[config.mk]
export PLATFORM = sky130hd
export DESIGN_NAME = agc_mem_arbiter
export DESIGN_NICKNAME = d
export VERILOG_FILES = /design/src/rtl/agc_mem_arbiter.sv
export SDC_FILE = /design/constraint.sdc
export NUM_CORES = 1
export LEC_CHECK = 0
export ABC_AREA = 1
export CORE_ASPECT_RATIO = 0.8
export CORE_MARGIN = 2
export CORE_UTILIZATION = 40
export CTS_CLUSTER_SIZE = 24
export DETAILED_ROUTE_END_ITERATION = 12
export PLACE_DENSITY = 0.79
export SYNTH_ARGS = -nofsm -noshare
export SYNTH_HDL_FRONTEND = slang
export SYNTH_SLANG_ARGS = --single-unit
[constraint.sdc]
create_clock -name clk -period 4 [get_ports clk]
set_input_delay 1 -clock clk [delete_from_list [all_inputs] [get_ports clk]]
set_output_delay 1 -clock clk [all_outputs]
set_load 0.01 [all_outputs]
[src/rtl/agc_mem_arbiter.sv]
// rtl/agc_mem_arbiter.sv - AGC data memory arbiter: CPU single accesses and atomic counter read-modify-write
// Optional feature macro: AGC_ARB_FAIRNESS_EN (CPU gets a slot between consecutive counter updates)
module agc_mem_arbiter (
    input  logic        clk,
    input  logic        reset,
    input  logic        cpu_req,
    input  logic        cpu_we,
    input  logic [11:0] cpu_addr,
    input  logic [14:0] cpu_wdata,
    output logic [14:0] cpu_rdata,
    output logic        cpu_done,
    input  logic        ctr_req,
    input  logic        ctr_dir,
    input  logic [11:0] ctr_addr,
    output logic        ctr_ack,
    output logic        ctr_ovf,
    output logic        fault,
    output logic        mem_we,
    output logic [11:0] mem_addr,
    output logic [14:0] mem_din,
    input  logic [14:0] mem_dout
);

    typedef enum logic [2:0] {
        S_IDLE,
        S_CPU_ACC,
        S_CPU_RSP,
        S_CTR_RD,
        S_CTR_CALC,
        S_CTR_WB,
        S_CTR_RSP
    } state_t;

    state_t      state;
    logic        dir_q;
    logic        blocked_q;
    logic        ovf_q;
    logic        mem_we_q;
    logic [11:0] mem_addr_q;
    // Holds CPU write data, and the counter result register once CTR_CALC has run
    logic [14:0] mem_din_q;
    logic        cpu_done_q;
    logic        ctr_ack_q;
    logic        ctr_ovf_q;
    logic        fault_q;
`ifdef AGC_ARB_FAIRNESS_EN
    logic        fair_q;
`endif

    logic        cpu_win;
    logic [14:0] inc_val;
    logic [15:0] raw_sum;
    logic [14:0] calc_val;
    logic        calc_ovf;

    // Fixed memory (addr >= 12'h400) and the zero register are read-only
    function automatic logic is_writable(input logic [11:0] a);
        return (a[11:10] == 2'b00) && (a != 12'h007);
    endfunction

    // Arbitration between simultaneous requests in IDLE
    always_comb begin
        cpu_win = 1'b0;
`ifdef AGC_ARB_FAIRNESS_EN
        cpu_win = cpu_req && (!ctr_req || fair_q);
`else
        cpu_win = cpu_req && !ctr_req;
`endif
    end

    // Ones' complement +1 / -1 with end-around carry, plus the two overflow corners
    always_comb begin
        inc_val  = dir_q ? 15'h7FFE : 15'h0001;
        raw_sum  = {1'b0, mem_dout} + {1'b0, inc_val};
        calc_val = raw_sum[14:0] + {14'b0, raw_sum[15]};
        calc_ovf = 1'b0;
        if (!dir_q && mem_dout == 15'h3FFF) begin
            calc_val = 15'h0000;
            calc_ovf = 1'b1;
        end else if (dir_q && mem_dout == 15'h4000) begin
            calc_val = 15'h7FFF;
            calc_ovf = 1'b1;
        end
    end

    // Sequencer FSM with registered outputs
    always_ff @(posedge clk) begin
        if (reset) begin
            state      <= S_IDLE;
            dir_q      <= 1'b0;
            blocked_q  <= 1'b0;
            ovf_q      <= 1'b0;
            mem_we_q   <= 1'b0;
            mem_addr_q <= 12'h000;
            mem_din_q  <= 15'h0000;
            cpu_done_q <= 1'b0;
            ctr_ack_q  <= 1'b0;
            ctr_ovf_q  <= 1'b0;
            fault_q    <= 1'b0;
`ifdef AGC_ARB_FAIRNESS_EN
            fair_q     <= 1'b0;
`endif
        end else begin
            cpu_done_q <= 1'b0;
            ctr_ack_q  <= 1'b0;
            ctr_ovf_q  <= 1'b0;
            fault_q    <= 1'b0;
            mem_we_q   <= 1'b0;
            case (state)
                S_IDLE: begin
                    if (cpu_win) begin
                        mem_addr_q <= cpu_addr;
                        mem_din_q  <= cpu_wdata;
                        mem_we_q   <= cpu_we && is_writable(cpu_addr);
                        blocked_q  <= cpu_we && !is_writable(cpu_addr);
                        state      <= S_CPU_ACC;
                    end else if (ctr_req) begin
                        mem_addr_q <= ctr_addr;
                        dir_q      <= ctr_dir;
                        blocked_q  <= !is_writable(ctr_addr);
                        state      <= S_CTR_RD;
                    end
                end
                S_CPU_ACC: begin
                    cpu_done_q <= 1'b1;
                    fault_q    <= blocked_q;
                    state      <= S_CPU_RSP;
                end
                S_CPU_RSP: begin
`ifdef AGC_ARB_FAIRNESS_EN
                    fair_q <= 1'b0;
`endif
                    state  <= S_IDLE;
                end
                S_CTR_RD: begin
                    state <= S_CTR_CALC;
                end
                S_CTR_CALC: begin
                    mem_din_q <= calc_val;
                    ovf_q     <= calc_ovf;
                    mem_we_q  <= !blocked_q;
                    state     <= S_CTR_WB;
                end
                S_CTR_WB: begin
                    ctr_ack_q <= 1'b1;
                    ctr_ovf_q <= ovf_q;
                    fault_q   <= blocked_q;
                    state     <= S_CTR_RSP;
                end
                S_CTR_RSP: begin
`ifdef AGC_ARB_FAIRNESS_EN
                    fair_q <= 1'b1;
`endif
                    state  <= S_IDLE;
                end
                default: state <= S_IDLE;
            endcase
        end
    end

    // Reset kills an in-flight write in the same cycle it is asserted
    assign mem_we    = mem_we_q & ~reset;
    assign mem_addr  = mem_addr_q;
    assign mem_din   = mem_din_q;
    assign cpu_done  = cpu_done_q;
    assign cpu_rdata = cpu_done_q ? mem_dout : 15'h0000;
    assign ctr_ack   = ctr_ack_q;
    assign ctr_ovf   = ctr_ovf_q;
    assign fault     = fault_q;

endmodule

==> run summary, run 1 <==
Post-DRT Antenna Nets = 0
Clk_lat worst skew = 0.29 ns
I/O pins = 107
Synthesized cell area = 3210 sq um
Die Y = 84.2 um
Number of clock sinks = 38
Total track usage = 22.6%
CTS tree = built
Worst-path fanout max = 3
DR pass1 iterations = 5
Top-count cell post-synth = nand2_1
CTS H-Tree Depth = 2
Placed cell count = 775
Clock root cell = clkbuf_8
Share of the synthesized area in the top cell type = 23.7%
Avg Vias per Cell = 4.98
Mean post-synth cell area = 6.00 sq um
Max Cap Viol = 0
Worst EP arrival = 3.97 ns
Leakage = 2.39 nW
Worst slew pin tran = 0.810 ns
Fill count = 710
First-pass GRT wire length = 16700 um
Die ar. = 8770 sq um
P per Cell Area = 346 nW/um^2
Layout net count = 752
Post-route cell area = 4960 sq um
Antenna violations before repair = 0
Psw = 0.665 mW
Post-synth EDFFs = 0
Post-synthesis cell count = 536
Non-filler cells, final = 782
Maximum vdd ir drop = 0.237 mV
Async set-reset flop share out of synthesis = 0%
Rows = 29
Critical Path Start Type = primary input
Total power = 1.72 mW
CP Class = in2reg
Status = finished clean
Internal power = 1.05 mW
Slew headroom = 45.9%
Critical path required time = 4.17 ns
Synth warn = 0
# setup viols final = 0
Worst Skew = 0.00459 ns
CORE AREA = 7870 sq um
Combinational Power Share = 52.1%
CTS Buf Count = 5
Top post-synthesis cells by area = dfxtp_1 24%, nand2_1 18%, inv_1 9.1%
Total Wirelength = 10100 um
Initial Util = 40.8%
Clk pwr share = 19.2%
DP Wirelength = 8010 um
Area Overhead vs Synth = 54.3%
Post-DR wirelength/cell = 12.9 um
RSZ-0062 raised after global routing = true
Grt total ovfl = 0
Tmin final = 3.81 ns
Largest net degree at the start of global routing = 33
Peak Freq = 263 MHz
Global placer's final weighted congestion = 0.863
Crit. End Element = register
Slew Limit Fails = 0
Net Count, Synth = 614
Ant. Diodes = 0
Worst-path clk slew = 0.07 ns
Share of post-route cells with drive strength above 1 = 14.7%
Seq/Total Area, Yosys = 23.7%
Top_reg_cell synth = dfxtp_1
DRC viols = 0
Number of global-route vias before repair = 3740
Initial detailed-routing violation count = 181
Post-CTS setup buffer count = 0
FF+latch count, synth = 38
Sequential power share = 28.7%
Via count = 3897
Final Hold Violating Endpoints = 0
Worst min path class = reg2reg
Largest area contributor in the netlist = dfxtp_1
CTS Buffer Depth = 2
Chip Width = 104 um
Period utilisation layout = 95.2%
Sw frac = 38.7%
# port buffers = 106
Placed cell area = 4630 sq um
Unique cell type count in the Yosys netlist = 38
Post-layout util = 63.0%
Synth top cells by count = 154 x nand2_1, 78 x inv_1, 55 x o21ai_0
[stage by stage]
| stage | TNS (ns) | setup slack (ns) | hold WS (ns) |
|---|---|---|---|
| final | 0 | 0.193 | 0.461 |
| after global routing | -0.0146 | -0.0146 | 0.497 |
| after CTS | 0 | 0.142 | 0.463 |
| after detailed placement | -0.524 | -0.142 | 0.447 |
| after global placement | -0.105 | -0.0514 | 0.448 |
| after floorplan | 0 | 0.628 | 0.426 |
[repair_timing]
action                                  4_1_cts  5_1_grt
hold buffers                                  0        0
endpoints found under the setup margin        0        9
resized for setup                             0       36
[area by class of cell]
type | instances | area, sq um | share of cell area, %
clock buffers | 6 | 82.6 | 1.67
clock inverters | 1 | 30.0 | 0.606
inverters | 79 | 297 | 5.98
multi-input cells | 406 | 2280 | 46.0
flip-flops and latches | 38 | 762 | 15.4
well taps | 108 | 135 | 2.73
repair buffers | 144 | 1370 | 27.7
[worst max-delay path, cell delays in order]
cell and delay [ns]:
clkdlybuf4s50_1 0.50, ha_1 0.20, nand2_1 0.07, nand2_1 0.10, nand3_2 0.09, nand2_2 0.08
nand2_1 0.07, nand2_1 0.08, a21oi_1 0.07, o21bai_1 0.22, ha_2 0.23, ha_1 0.17
inv_1 0.06, nor2_2 0.14, nand3_2 0.12, nor2_4 0.15, nand3_4 0.10, inv_1 0.08
nand2_1 0.08, a21oi_2 0.13, o21ai_1 0.08, nand2_1 0.07, a21oi_1 0.07
[worst paths after layout]
kind                                  start         end  slack (ns)  cells past startpoint
worst max-delay path            mem_dout[0]  mem_din[8]        0.19                     23
worst min-delay path               state[2]    cpu_done        0.46                      1
worst max register to register        dir_q  mem_din[8]        0.56                     22
worst min register to register     state[2]    cpu_done        0.46                      1
[power by group through the flow]
stage | clock network (mW) | registers (mW) | logic [mW]
2_1_floorplan | 0 | 0.507 | 0.473
3_3_place_gp | 0 | 0.488 | 0.835
3_5_place_dp | 0 | 0.491 | 0.848
4_1_cts | 0.333 | 0.483 | 0.854
5_1_grt | 0.352 | 0.500 | 1.00
6_report | 0.329 | 0.492 | 0.894
[cells in the final DEF (no fill, tap or decap), types with 2 or more instances in the layout]
| master | netlist | final |
|---|---|---|
| nor2_2 | 6 | 9 |
| dlymetal6s2s_1 | 0 | 11 |
| a21oi_2 | 6 | 7 |
| a31oi_1 | 12 | 12 |
| xor2_1 | 2 | 2 |
| o21ai_1 | 2 | 2 |
| a21oi_1 | 27 | 26 |
| dfxtp_1 | 38 | 37 |
| inv_1 | 78 | 78 |
| and2_1 | 2 | 2 |
| nand4_1 | 12 | 12 |
| nand2_1 | 154 | 153 |
| nor4_1 | 4 | 4 |
| o21ai_0 | 55 | 54 |
| clkbuf_8 | 0 | 6 |
| ha_1 | 17 | 5 |
| clkdlybuf4s50_1 | 0 | 95 |
| nor2_1 | 37 | 33 |
| nand3_2 | 4 | 5 |
| buf_4 | 1 | 38 |
| nand2_2 | 11 | 12 |
| nand3_1 | 40 | 38 |
| ha_4 | 0 | 11 |
| nor2_4 | 1 | 2 |
[logic make-up (layout without fill, tap and decap cells)]
group / count (synthesis) / after routing / share of synthesized area (%)
and+or+nand+nor: 279 / 279 / 39.1
DFF: 38 / 38 / 23.7
adders and majority gates: 18 / 18 / 7.24
xor gates and xnor gates: 3 / 3 / 0.818
AOI/OAI and AO/OA: 106 / 106 / 18.0
buffers and inverters: 92 / 230 / 11.1
[registers in the layout (all words and copies together), names as in the netlist]
| register | count |
|---|---|
| state | 3 |
| ctr_ovf | 1 |
| blocked_q | 1 |
| ctr_ack | 1 |
| fault | 1 |
| cpu_done | 1 |
| mem_din | 15 |
| mem_we_q | 1 |
| dir_q | 1 |
| ovf_q | 1 |
| mem_addr | 12 |
[routing by layer]
metal / GRT usage [%] / share of wire, % / vias up / wire [um]
met5: 0 / 0 / - / 0
li1: - / - / 2033 / -
met4: 4.55 / 1.1 / 0 / 114
met1: 29.7 / 47 / 1747 / 4700
met3: 4.27 / 4.7 / 14 / 472
met2: 39.1 / 47 / 103 / 4780
Note: power is estimated with default switching activity, not from simulation.
==> run 2: changes to the inputs <==
--- a/config.mk
+++ b/config.mk
@@ -12,6 +12,7 @@
 export CTS_CLUSTER_SIZE = 24
 export DETAILED_ROUTE_END_ITERATION = 12
 export PLACE_DENSITY = 0.79
+export RECOVER_POWER = 50
 export SYNTH_ARGS = -nofsm -noshare
 export SYNTH_HDL_FRONTEND = slang
 export SYNTH_SLANG_ARGS = --single-unit
==> run 2 against run 1 <==
Against the previous run:
- worst setup slack better by 0.0067 ns
- first-iteration DRC count grew 10%
- sequential power about the same
- sequential share of layout area about the same
- critical path type unchanged
- flip-flop and latch count did not move
- cell count stayed put
- routed wire length hardly changed
- fmax grew 0.18%
- largest power group unchanged
- critical endpoint unchanged
==> run summary, run 2 (synthesized netlist as in run 1, its figures left out) <==
Status = finished clean (unchanged)
DP Wirelength = 8010 um (unchanged)
Crit path max-delay family = simple AND/OR/NAND/NOR gates (unchanged)
Worst slew pin tran = 0.830 ns (was 0.810 ns)
Post-DR wirelength/cell = 12.9 um (about the same)
Worst min path class = reg2reg (unchanged)
Grt total ovfl = 0 (unchanged)
Slew Limit Fails = 0 (unchanged)
CTS tree = built (unchanged)
Crit. path cell count = 22 (was 23)
FF-to-FF path depth = 22 (unchanged)
CTS H-Tree Depth = 2 (unchanged)
Worst path most repeated cell = nand2_1 (unchanged)
Worst-path fanout max = 3 (unchanged)
Worst-path clk slew = 0.07 ns (about the same)
Total track usage = 22.6% (unchanged)
Non-filler cells, final = 782 (unchanged)
Initial Util = 40.8% (unchanged)
Ant. Diodes = 0 (unchanged)
Area Overhead vs Synth = 54.1% (was 54.3%)
Layout net count = 752 (unchanged)
Rows = 29 (unchanged)
Period utilisation layout = 95.0% (was 95.2%)
Maximum vdd ir drop = 0.235 mV (was 0.237 mV)
Initial detailed-routing violation count = 200 (was 181)
Clk_lat worst skew = 0.29 ns (about the same)
Post-route cell area = 4950 sq um (was 4960 sq um)
First-pass GRT wire length = 16700 um (unchanged)
Max Cap Viol = 0 (unchanged)
RSZ-0062 raised after global routing = true (unchanged)
Global placer's final weighted congestion = 0.863 (unchanged)
Placed cell count = 775 (unchanged)
DRC viols = 0 (unchanged)
# setup viols final = 0 (unchanged)
Flop2flop setup slack = 0.56 ns (about the same)
Post-DRT Antenna Nets = 0 (unchanged)
CP Class = in2reg (unchanged)
Tmin final = 3.80 ns (was 3.81 ns)
Worst EP arrival = 3.97 ns (about the same)
Crit-path slowest cell = clkdlybuf4s50_1 (unchanged)
Placement Setup Slack = -0.142 ns (unchanged)
Number of clock sinks = 38 (unchanged)
Post-layout util = 62.9% (was 63.0%)
CTS Buffer Depth = 2 (unchanged)
Critical path's largest stage delay = 0.42 ns (was 0.50 ns)
Commonest cells after routing, fill and taps aside = 153 x nand2_1, 78 x inv_1, 63 x clkdlybuf4s50_1, 54 x o21ai_0, 38 x nand3_1 (was 153 x nand2_1, 95 x clkdlybuf4s50_1, 78 x inv_1, 54 x o21ai_0)
Die Y = 84.2 um (unchanged)
Share of post-route cells with drive strength above 1 = 14.5% (was 14.7%)
Clock root cell = clkbuf_8 (unchanged)
Final Hold Violating Endpoints = 0 (unchanged)
Total power = 1.70 mW (was 1.72 mW)
I/O pins = 107 (unchanged)
Worst Hold Depth = 1 (unchanged)
Cts repair resizes = 0 (unchanged)
CORE AREA = 7870 sq um (unchanged)
Largest net degree at the start of global routing = 33 (unchanged)
Antenna violations before repair = 0 (unchanged)
Total Wirelength = 10100 um (about the same)
DR pass1 iterations = 5 (unchanged)
Crit. End Element = register (unchanged)
Peak Freq = 263 MHz (about the same)
Worst-path cell chain = clkdlybuf4s50_1 > ha_1 > nand2_1 > nor2_2 > and2_1 > nand2_1 > nand2_1 > a21oi_1 > o21bai_1 > ha_2 > ha_1 > inv_1 > nor2_2 > nand3_2 > nor2_4 > nand3_4 > inv_1 > nand2_1 > a21oi_2 > o21ai_1 > nand2_1 > a21oi_1 (was clkdlybuf4s50_1 > ha_1 > nand2_1 > nand2_1 > nand3_2 > nand2_2 > nand2_1 > nand2_1 > a21oi_1 > o21bai_1 > ha_2 > ha_1 > inv_1 > nor2_2 > nand3_2 > nor2_4 > nand3_4 > inv_1 > nand2_1 > a21oi_2 > o21ai_1 > nand2_1 > a21oi_1)
Commonest non-fill, non-tap cell in the layout = nand2_1 (unchanged)
Critical path required time = 4.17 ns (about the same)
CTS Buf Count = 5 (unchanged)
Via count = 3899 (was 3897)
Die ar. = 8770 sq um (unchanged)
Chip Width = 104 um (unchanged)
Critical path buffer and inverter count = 3 (unchanged)
# port buffers = 106 (unchanged)
Leakage = 2.46 nW (was 2.39 nW)
Post-CTS Hold Buffers = 0 (unchanged)
Final worst slack = 0.200 ns (was 0.193 ns)
Worst Skew = 0.00445 ns (was 0.00459 ns)
Number of global-route vias before repair = 3740 (unchanged)
Slew headroom = 44.6% (was 45.9%)
P per Cell Area = 342 nW/um^2 (was 346 nW/um^2)
Critical Path Start Type = primary input (unchanged)
Number of flip-flops in the largest register = 15 (unchanged)
Avg Vias per Cell = 4.99 (was 4.98)
Placed cell area = 4630 sq um (unchanged)
Post-CTS setup buffer count = 0 (unchanged)
[run 2: area by class of cell]
cell class                 count  area, sq um
inverter                      79          297
sequential                    38          762
fill                         711         2920
multi-input combinational    406         2280
tap                          108          135
timing repair buffer         144         1370
clock buffer                   6         82.6
clock inverter                 1         30.0
[run 2: where the power goes]
part           leakage (nW)  total, mW  internal [mW]  switching, mW
sequential            0.313      0.490          0.441         0.0494
combinational          2.09      0.874          0.392          0.483
clock                0.0573      0.331          0.199          0.131
[run 2: path summary, 6_finish.rpt]
path,startpoint,end
setup reg to reg,dir_q,mem_din[8]
setup / recovery,mem_dout[12],mem_din[8]
hold reg to reg,state[2],cpu_done
hold / removal,state[2],cpu_done
[run 2: per-layer routing]
layer	global-route usage, %	up-vias	wire (um)
met5	0	-	0
met4	4.55	0	118
met3	4.27	14	447
met2	39.1	106	4760
met1	29.7	1746	4750
li1	-	2033	-
[run 2: through the flow]
stage	TNS, ns	hold WS (ns)
finish	0	0.462
global route	-0.0146	0.497
CTS	0	0.463
detailed placement	-0.524	0.447
global placement	-0.105	0.448
floorplan	0	0.426
==> run 3: changes to the inputs <==
--- a/config.mk
+++ b/config.mk
@@ -13,6 +13,8 @@
 export DETAILED_ROUTE_END_ITERATION = 12
 export PLACE_DENSITY = 0.79
 export RECOVER_POWER = 50
+export SKIP_LAST_GASP = 1
 export SYNTH_ARGS = -nofsm -noshare
 export SYNTH_HDL_FRONTEND = slang
 export SYNTH_SLANG_ARGS = --single-unit
+export TNS_END_PERCENT = 5
==> run 3 against run 2 <==
Against the previous run:
- combinational power about the same
- global-route usage unchanged
- clock skew hardly changed
- via count decreased by 0.31%
- critical path depth is the same
- flip-flop and latch count did not move
- register-to-register slack lost 0.03 ns
- cell count unchanged
- final area barely moved
==> run summary, run 3 (synthesized netlist as in run 1, its figures left out) <==
Status = finished clean (unchanged)
Area Overhead vs Synth = 54.1% (about the same)
Layout net count = 752 (unchanged)
Clk_lat worst skew = 0.29 ns (about the same)
Initial detailed-routing violation count = 200 (unchanged)
Final Hold Violating Endpoints = 0 (unchanged)
Post-DRT Antenna Nets = 0 (unchanged)
Antenna violations before repair = 0 (unchanged)
Number of global-route vias before repair = 3740 (unchanged)
Global placer's final weighted congestion = 0.863 (unchanged)
Non-filler cells, final = 782 (unchanged)
Worst-path cell chain = clkdlybuf4s50_1 > ha_1 > nand2_1 > nor2_2 > and2_1 > nand2_1 > nand2_1 > a21oi_1 > o21bai_1 > ha_2 > ha_1 > inv_1 > nor2_2 > nand3_2 > nor2_4 > nand3_4 > inv_1 > nand2_1 > a21oi_2 > o21ai_1 > nand2_1 > a21oi_1 (unchanged)
Total Wirelength = 10100 um (about the same)
Clk pwr share = 19.6% (was 19.5%)
Psw = 0.664 mW (was 0.663 mW)
Clock root cell = clkbuf_8 (unchanged)
Grt total ovfl = 0 (unchanged)
Crit. path cell count = 22 (unchanged)
Critical path's largest stage delay = 0.42 ns (about the same)
Worst min path class = reg2reg (unchanged)
Fill count = 712 (was 711)
Worst EP arrival = 4.00 ns (was 3.97 ns)
RSZ-0062 raised after global routing = true (unchanged)
CTS Buffer Depth = 2 (unchanged)
Total track usage = 22.6% (unchanged)
Initial Util = 40.8% (unchanged)
Die Y = 84.2 um (unchanged)
CP Class = in2reg (unchanged)
Commonest cells after routing, fill and taps aside = 153 x nand2_1, 78 x inv_1, 63 x clkdlybuf4s50_1, 54 x o21ai_0, 38 x nand3_1 (unchanged)
Slew headroom = 44.7% (was 44.6%)
Worst Hold Depth = 1 (unchanged)
Crit. End Element = register (unchanged)
Chip Width = 104 um (unchanged)
Via count = 3887 (was 3899)
DR pass1 iterations = 4 (was 5)
Sw frac = 39.2% (was 39.1%)
# setup viols final = 0 (unchanged)
Slew Limit Fails = 0 (unchanged)
Commonest non-fill, non-tap cell in the layout = nand2_1 (unchanged)
Worst Skew = 0.00431 ns (was 0.00445 ns)
Worst path most repeated cell = nand2_1 (unchanged)
Share of post-route cells with drive strength above 1 = 14.4% (was 14.5%)
Max Cap Viol = 0 (unchanged)
Number of flip-flops in the largest register = 15 (unchanged)
P per Cell Area = 343 nW/um^2 (was 342 nW/um^2)
Hold Worst Slack = 0.461 ns (was 0.462 ns)
FF-to-FF path depth = 22 (unchanged)
First-pass GRT wire length = 16700 um (unchanged)
Largest net degree at the start of global routing = 33 (unchanged)
Critical path buffer and inverter count = 3 (unchanged)
Ant. Diodes = 0 (unchanged)
DRC viols = 0 (unchanged)
Maximum vdd ir drop = 0.235 mV (about the same)
Die ar. = 8770 sq um (unchanged)
CTS Buf Count = 5 (unchanged)
Cts repair resizes = 0 (unchanged)
Number of clock sinks = 38 (unchanged)
Worst-path clk slew = 0.07 ns (about the same)
Internal power = 1.03 mW (about the same)
I/O pins = 107 (unchanged)
Post-CTS Hold Buffers = 0 (unchanged)
Worst-path fanout max = 3 (unchanged)
# port buffers = 106 (unchanged)
CORE AREA = 7870 sq um (unchanged)
Critical Path Start Type = primary input (unchanged)
Crit-path slowest cell = clkdlybuf4s50_1 (unchanged)
Peak Freq = 261 MHz (was 263 MHz)
DP Wirelength = 8010 um (unchanged)
Worst slew pin tran = 0.828 ns (was 0.830 ns)
Crit path max-delay family = simple AND/OR/NAND/NOR gates (unchanged)
Leakage = 2.46 nW (about the same)
Placed cell count = 775 (unchanged)
Critical path required time = 4.17 ns (about the same)
CTS tree = built (unchanged)
Post-DR wirelength/cell = 12.9 um (about the same)
Combinational Power Share = 51.5% (was 51.6%)
Post-CTS setup buffer count = 0 (unchanged)
Tmin final = 3.83 ns (was 3.80 ns)
Avg Vias per Cell = 4.97 (was 4.99)
Sequential power share = 28.9% (about the same)
Period utilisation layout = 95.6% (was 95.0%)
Total power = 1.70 mW (about the same)
Rows = 29 (unchanged)
CTS H-Tree Depth = 2 (unchanged)
run 3: cell counts in the layout (fill, tap and decap cells not counted):
Identical to the previous run, type by type.
run 3: layer usage:
| layer | vias to the layer above | global-route usage [%] | share of wire, % |
|---|---|---|---|
| met1 | 1741 | 29.7 | 47 |
| li1 | 2035 | - | - |
| met4 | 0 | 4.55 | 1.1 |
| met3 | 13 | 4.27 | 4.3 |
| met5 | - | 0 | 0 |
| met2 | 98 | 39.1 | 47 |
run 3: final timing paths:
check	endpoint	slack [ns]	startpoint
setup / recovery	mem_din[8]	0.17	mem_dout[12]
setup reg to reg	mem_din[8]	0.53	dir_q
hold / removal	cpu_done	0.46	state[2]
hold reg to reg	cpu_done	0.46	state[2]
run 3: stage by stage:
step | setup slack, ns | setup TNS (ns) | instance area, sq um | util [%]
2_1_floorplan | 0.628 | 0 | 3210 | -
3_3_place_gp | -0.0514 | -0.105 | 4630 | 58.9
3_5_place_dp | -0.142 | -0.524 | 4630 | 58.9
4_1_cts | 0.142 | 0 | 4750 | 60.3
5_1_grt | -0.0189 | -0.0582 | 4950 | 62.9
6_report | 0.174 | 0 | 4950 | 62.9
run 3: cell type report:
type / count / area (sq um) / share of cell area [%]
repair buffers: 144 / 1370 / 27.7
clock inverters: 1 / 30.0 / 0.606
multi-input cells: 406 / 2280 / 46.0
inverters: 79 / 297 / 5.99
flip-flops and latches: 38 / 762 / 15.4
clock buffers: 6 / 82.6 / 1.67
well taps: 108 / 135 / 2.73
run 3: power groups by stage:
stage | clock network, mW | logic [mW] | registers, mW
2_1_floorplan | 0 | 0.473 | 0.507
3_3_place_gp | 0 | 0.835 | 0.488
3_5_place_dp | 0 | 0.848 | 0.491
4_1_cts | 0.333 | 0.854 | 0.483
5_1_grt | 0.352 | 0.984 | 0.498
6_report | 0.332 | 0.874 | 0.490
